$ cat src/rtl/scan_mux_pkg.sv
// Shared types for the scan multiplexer: FSM state encoding
// and the select/index width helper used by the top and the dwell counter.
package scan_mux_pkg;

    typedef enum logic [1:0] {
        ST_IDLE   = 2'd0,
        ST_MANUAL = 2'd1,
        ST_SCAN   = 2'd2
    } state_e;

    function automatic int sel_width(input int n);
        return (n <= 1) ? 1 : $clog2(n);
    endfunction

endpackage

$ cat src/rtl/scan_multiplexer_dwell_counter.sv
// Dwell counter: counts scan cycles on one channel and flags the last one.
// Ports: clk, rst (async, active-high), clear, inc -> terminal (count == DWELL-1 while inc).
module dwell_counter
    import scan_mux_pkg::*;
#(
    parameter int DWELL = 4
) (
    input  logic clk,
    input  logic rst,
    input  logic clear,
    input  logic inc,
    output logic terminal
);

    localparam int CW = sel_width(DWELL);

    logic [CW-1:0] cnt_q;
    logic [CW-1:0] cnt_d;
    logic          at_end;

    assign at_end   = (cnt_q == CW'(DWELL - 1));
    assign terminal = inc && !clear && at_end;

    // Wraps back to zero on its own after the terminal count.
    always_comb begin
        cnt_d = cnt_q;
        if (clear) begin
            cnt_d = '0;
        end else if (inc) begin
            cnt_d = at_end ? '0 : cnt_q + 1'b1;
        end
    end

    always_ff @(posedge clk or posedge rst) begin
        if (rst) begin
            cnt_q <= '0;
        end else begin
            cnt_q <= cnt_d;
        end
    end

endmodule

$ cat src/rtl/scan_multiplexer.sv
// Registered N-channel mux with manual select and round-robin scan modes.
// Ports: clk, rst (async, active-high), en, mode (0 manual / 1 scan), sel,
//   a (packed channels), [mask when SCAN_MUX_MASK_EN] -> x, ch, valid, wrap.
// Build option: define SCAN_MUX_MASK_EN to add the per-channel scan mask port.
module scan_multiplexer
    import scan_mux_pkg::*;
#(
    parameter  int WIDTH    = 8,
    parameter  int CHANNELS = 4,
    parameter  int DWELL    = 4,
    localparam int SELW     = sel_width(CHANNELS)
) (
    input  logic                      clk,
    input  logic                      rst,
    input  logic                      en,
    input  logic                      mode,
    input  logic [SELW-1:0]           sel,
`ifdef SCAN_MUX_MASK_EN
    input  logic [CHANNELS-1:0]       mask,
`endif
    input  logic [CHANNELS*WIDTH-1:0] a,
    output logic [WIDTH-1:0]          x,
    output logic [SELW-1:0]           ch,
    output logic                      valid,
    output logic                      wrap
);

    state_e            state_q;
    state_e            state_d;
    logic [WIDTH-1:0]  x_q;
    logic [WIDTH-1:0]  x_d;
    logic [SELW-1:0]   ch_q;
    logic [SELW-1:0]   ch_d;
    logic              valid_q;
    logic              valid_d;
    logic              wrap_q;
    logic              wrap_d;

    logic              cnt_clr;
    logic              cnt_inc;
    logic              term;

    logic [CHANNELS-1:0] mask_w;
    logic              any_en;
    logic              hi_found;
    logic [SELW-1:0]   hi_ch;
    logic              ge_found;
    logic [SELW-1:0]   ge_ch;
    logic [SELW-1:0]   low_ch;
    logic [SELW-1:0]   nxt_ch;
    logic [SELW-1:0]   start_ch;

`ifdef SCAN_MUX_MASK_EN
    assign mask_w = mask;
`else
    assign mask_w = '1;
`endif

    function automatic logic [WIDTH-1:0] pick(
        input logic [CHANNELS*WIDTH-1:0] bus,
        input logic [SELW-1:0]           idx
    );
        logic [WIDTH-1:0] r;
        r = '0;
        for (int k = 0; k < CHANNELS; k++) begin
            if (idx == SELW'(k)) begin
                r = bus[k*WIDTH +: WIDTH];
            end
        end
        return r;
    endfunction

    dwell_counter #(
        .DWELL (DWELL)
    ) u_dwell (
        .clk      (clk),
        .rst      (rst),
        .clear    (cnt_clr),
        .inc      (cnt_inc),
        .terminal (term)
    );

    // Channel search over the enabled set. Descending scan so the last
    // hit is the lowest index: hi_ch is the first enabled channel above
    // ch_q, ge_ch the first at or above it, low_ch the lowest overall.
    always_comb begin
        any_en   = 1'b0;
        hi_found = 1'b0;
        ge_found = 1'b0;
        hi_ch    = '0;
        ge_ch    = '0;
        low_ch   = '0;
        for (int j = CHANNELS - 1; j >= 0; j--) begin
            if (mask_w[j]) begin
                any_en = 1'b1;
                low_ch = SELW'(j);
                if (SELW'(j) > ch_q) begin
                    hi_found = 1'b1;
                    hi_ch    = SELW'(j);
                end
                if (SELW'(j) >= ch_q) begin
                    ge_found = 1'b1;
                    ge_ch    = SELW'(j);
                end
            end
        end
        nxt_ch   = hi_found ? hi_ch : low_ch;
        start_ch = ge_found ? ge_ch : low_ch;
    end

    always_comb begin
        state_d = ST_IDLE;
        x_d     = x_q;
        ch_d    = ch_q;
        valid_d = 1'b0;
        wrap_d  = 1'b0;
        cnt_clr = 1'b1;
        cnt_inc = 1'b0;
        unique case (1'b1)
            !en: begin
                state_d = ST_IDLE;
            end
            en && !mode: begin
                state_d = ST_MANUAL;
                if (int'(sel) < CHANNELS) begin
                    ch_d    = sel;
                    x_d     = pick(a, sel);
                    valid_d = 1'b1;
                end
            end
            en && mode: begin
                state_d = ST_SCAN;
                if (!any_en) begin
                    ch_d = ch_q;
                end else if (state_q != ST_SCAN) begin
                    // Fresh scan: stay on the current channel (or the
                    // next enabled one) with the dwell count restarted.
                    ch_d    = start_ch;
                    x_d     = pick(a, start_ch);
                    valid_d = 1'b1;
                end else begin
                    cnt_clr = 1'b0;
                    cnt_inc = 1'b1;
                    valid_d = 1'b1;
                    if (term) begin
                        ch_d   = nxt_ch;
                        wrap_d = !hi_found;
                    end
                    x_d = pick(a, ch_d);
                end
            end
            default: begin
                state_d = ST_IDLE;
            end
        endcase
    end

    always_ff @(posedge clk or posedge rst) begin
        if (rst) begin
            state_q <= ST_IDLE;
            x_q     <= '0;
            ch_q    <= '0;
            valid_q <= 1'b0;
            wrap_q  <= 1'b0;
        end else begin
            state_q <= state_d;
            x_q     <= x_d;
            ch_q    <= ch_d;
            valid_q <= valid_d;
            wrap_q  <= wrap_d;
        end
    end

    assign x     = x_q;
    assign ch    = ch_q;
    assign valid = valid_q;
    assign wrap  = wrap_q;

endmodule

$ cat config.mk
export PLATFORM = sky130hd
export DESIGN_NAME = scan_multiplexer
export DESIGN_NICKNAME = d
export VERILOG_FILES = /design/src/rtl/scan_mux_pkg.sv /design/src/rtl/scan_multiplexer_dwell_counter.sv /design/src/rtl/scan_multiplexer.sv
export SDC_FILE = /design/constraint.sdc
export NUM_CORES = 1
export LEC_CHECK = 0
export CORE_AREA = 2 2 71 73
export CTS_CLUSTER_DIAMETER = 80
export DETAILED_ROUTE_END_ITERATION = 16
export DIE_AREA = 0 0 73 75
export PLACE_DENSITY_LB_ADDON = 0.05
export SYNTH_ARGS = -nofsm -noshare
export SYNTH_HDL_FRONTEND = slang
export SYNTH_SLANG_ARGS = --single-unit
$ cat constraint.sdc
create_clock -name clk -period 2.38 [get_ports clk]
set_input_delay 0.357 -clock clk [delete_from_list [all_inputs] [get_ports clk]]
set_output_delay 0.357 -clock clk [all_outputs]
set_load 0.005 [all_outputs]
==> metrics <==
result of the run finished, final reports clean; IO Port Bufs 49; Synth-to-Final Area Change 43.8%; post-CTS setup buffers 0; post-route ant nets 0; most common cell in the netlist nand2_1; share of cells above drive strength 1 19.9%; grt ovf 0; Worst Path Arrival 2.31 ns; Bufs on Longest Clock Path 2; initial antenna violation count 0; Die Wd roughly 73 um; number of distinct library cells after synthesis 42; fin worst setup slack 0.196 ns; final setup vio count 0; Placeable Area 4660 um^2; reg2reg setup slack ~0.20 ns; Async SR Flop Fraction 100%; die area 5480 um^2; worst hold path class reg2reg; largest net degree at the start of global routing 17; prevailing post-synth register cell dfrtp_1; Fill cells 453; number of synthesized flops with an enable pin 0; Worst Hold Launch u_dwell.cnt_q[0]; Die H 75 um; drt total wl approximately 5.7 mm; # resized after CTS 0; Worst Max-Slew Pin Slew 0.724 ns; fmax roughly 460 MHz; WL per Instance 20.5 um; Yosys top cell by area dfrtp_1; DRC viols 0; H-tree levels 1; Starting Density between 30% and 40%; FF+latch count, synth 16; Tot GR Track Use 22.1%; Slew headroom between 50% and 60%; Worst-Skew Late Latency 0.25 ns; vias between 1.5k and 2k; Clock Sinks 16; first-pass GRT wire length 9.13 mm; period utilization 91.7%; fin area 2290 um^2; Final Skew 0.00663 ns; placed cell area 2250 um^2; Mapped Nets ~210; critical path type reg2reg; Setup WS pre-CTS 0.0928 ns; DR vias/cell 6.31; critical path peak fanout 8; main area contributors after synthesis dfrtp_1, mux4_2, a221oi_2, ha_1, nand2_1; Hold Fails Final Rpt 0; CTS clk-pin slew, worst paths roughly 0.070 ns; clk root buf clkbuf_8; footprint of the multi-input gates 1090 um^2; # hold bufs at CTS 0; Startpoint Class register; Worst Hold Depth 1; register area share after synthesis roughly a quarter; worst r2r src ch[1]; pins over their slew limit 0; R2R cell count 7; CTS buffer count 3; DPL Wire Length 4.34 mm; post-synthesis area per instance about 9.5 um^2; TritonRoute pass-1 iters 5; antenna cells 0; # IOs 50; gpl congestion 0.899; CTS tree yes; number of global-route vias before repair around 1.8k; peak supply drop ~0.22 mV; Post-Syn Area 1590 um^2; post-synthesis cell count 167; Fin Setup TNS 0 ns; Synth Warn # 0; leakage power 0.000865 uW; critical path required time 2.50 ns; Total Power 1120 uW; synth cell count leaders nand2_1, dfrtp_1, o21ai_0; RSZ-0062 raised after global routing false; sequential cell area 400 um^2; Period minus WS final roughly 2.2 ns; number of max-cap violations 0; hold endpoint u_dwell.cnt_q[0]; Core Rows 25; Crit. End Element register; # nets final between 200 and 300; RR Endpoint x[7]; worst hold slack 0.450 ns; First DRT Iteration DRCs roughly 240; Power Density 488 nW/um^2; Synth top area share 25.1%
[per-layer routing]
metal  share of wire (%)  vias to the layer above  track usage (%)
li1                    -                      810                -
met1                  43                      862             29.4
met2                  49                       87             36.5
met3                 6.5                        7             3.21
met4                 1.2                        0             8.02
met5                   0                        -                0
[kinds of logic (layout without fill, tap and decap cells)]
logic type      Yosys count  after routing  share of synthesized area, %
mux                       8              8                          11.3
buf+inv                  21             80                          6.13
flops                    16             16                          25.1
fa+ha+maj                 6              6                          4.71
simple gates             45             45                          14.8
compound gates           71             71                          37.9
[sequential cells by signal, indices dropped and copies added (netlist names)]
register       cells
ch                 2
state_q            2
u_dwell.cnt_q      2
valid              1
wrap               1
x                  8
[critical path: stages, from the launching register on]
cell and delay (ns):
dfrtp_1 0.42, inv_1 0.26, ha_1 0.38, nor2b_1 0.11, a221o_1 0.30, a221oi_1 0.33, a221o_1 0.21, a31oi_1 0.04
[through the flow]
stage	std cells	util [%]
global route	280	49.2
CTS	280	49.2
finish	280	49.2
floorplan	167	-
global placement	277	48.3
detailed placement	277	48.3
[where the power goes]
group | switching [uW] | internal, uW | total, uW
registers | 22.7 | 308 | 330
logic | 268 | 302 | 570
clock network | 105 | 112 | 218
[worst max path at each step]
stage / startpoint / end / slack [ns] / depth (start not counted)
finish: ch[1] / x[7] / 0.20 / 7
global route: ch[1] / x[7] / 0.002 / 7
CTS: ch[1] / x[1] / 0.20 / 8
detailed placement: sel[0] / x[0] / 0.09 / 5
global placement: en / x[2] / 0.13 / 7
floorplan: ch[0] / x[7] / 0.27 / 8
[final cells by class]
type | instances | area share [%]
flip-flops and latches | 16 | 17.5
multi-input cells | 130 | 47.8
clock buffers | 3 | 1.80
repair buffers | 70 | 28.8
inverters | 7 | 1.15
well taps | 54 | 2.95
[cells in the final DEF (no fill, tap or decap), types with 5 or more instances in the layout]
| cell type | instances |
|---|---|
| inv_1 | 7 |
| a221oi_2 | 7 |
| nand2_1 | 20 |
| buf_4 | 20 |
| clkdlybuf4s50_1 | 49 |
| o21ai_0 | 15 |
| ha_1 | 6 |
| mux4_2 | 8 |
| nor3_1 | 5 |
| a222oi_1 | 7 |
| o211ai_1 | 8 |
| o32a_1 | 7 |
| dfrtp_1 | 16 |
| a22oi_1 | 6 |
Note: power is estimated with default switching activity, not from simulation.
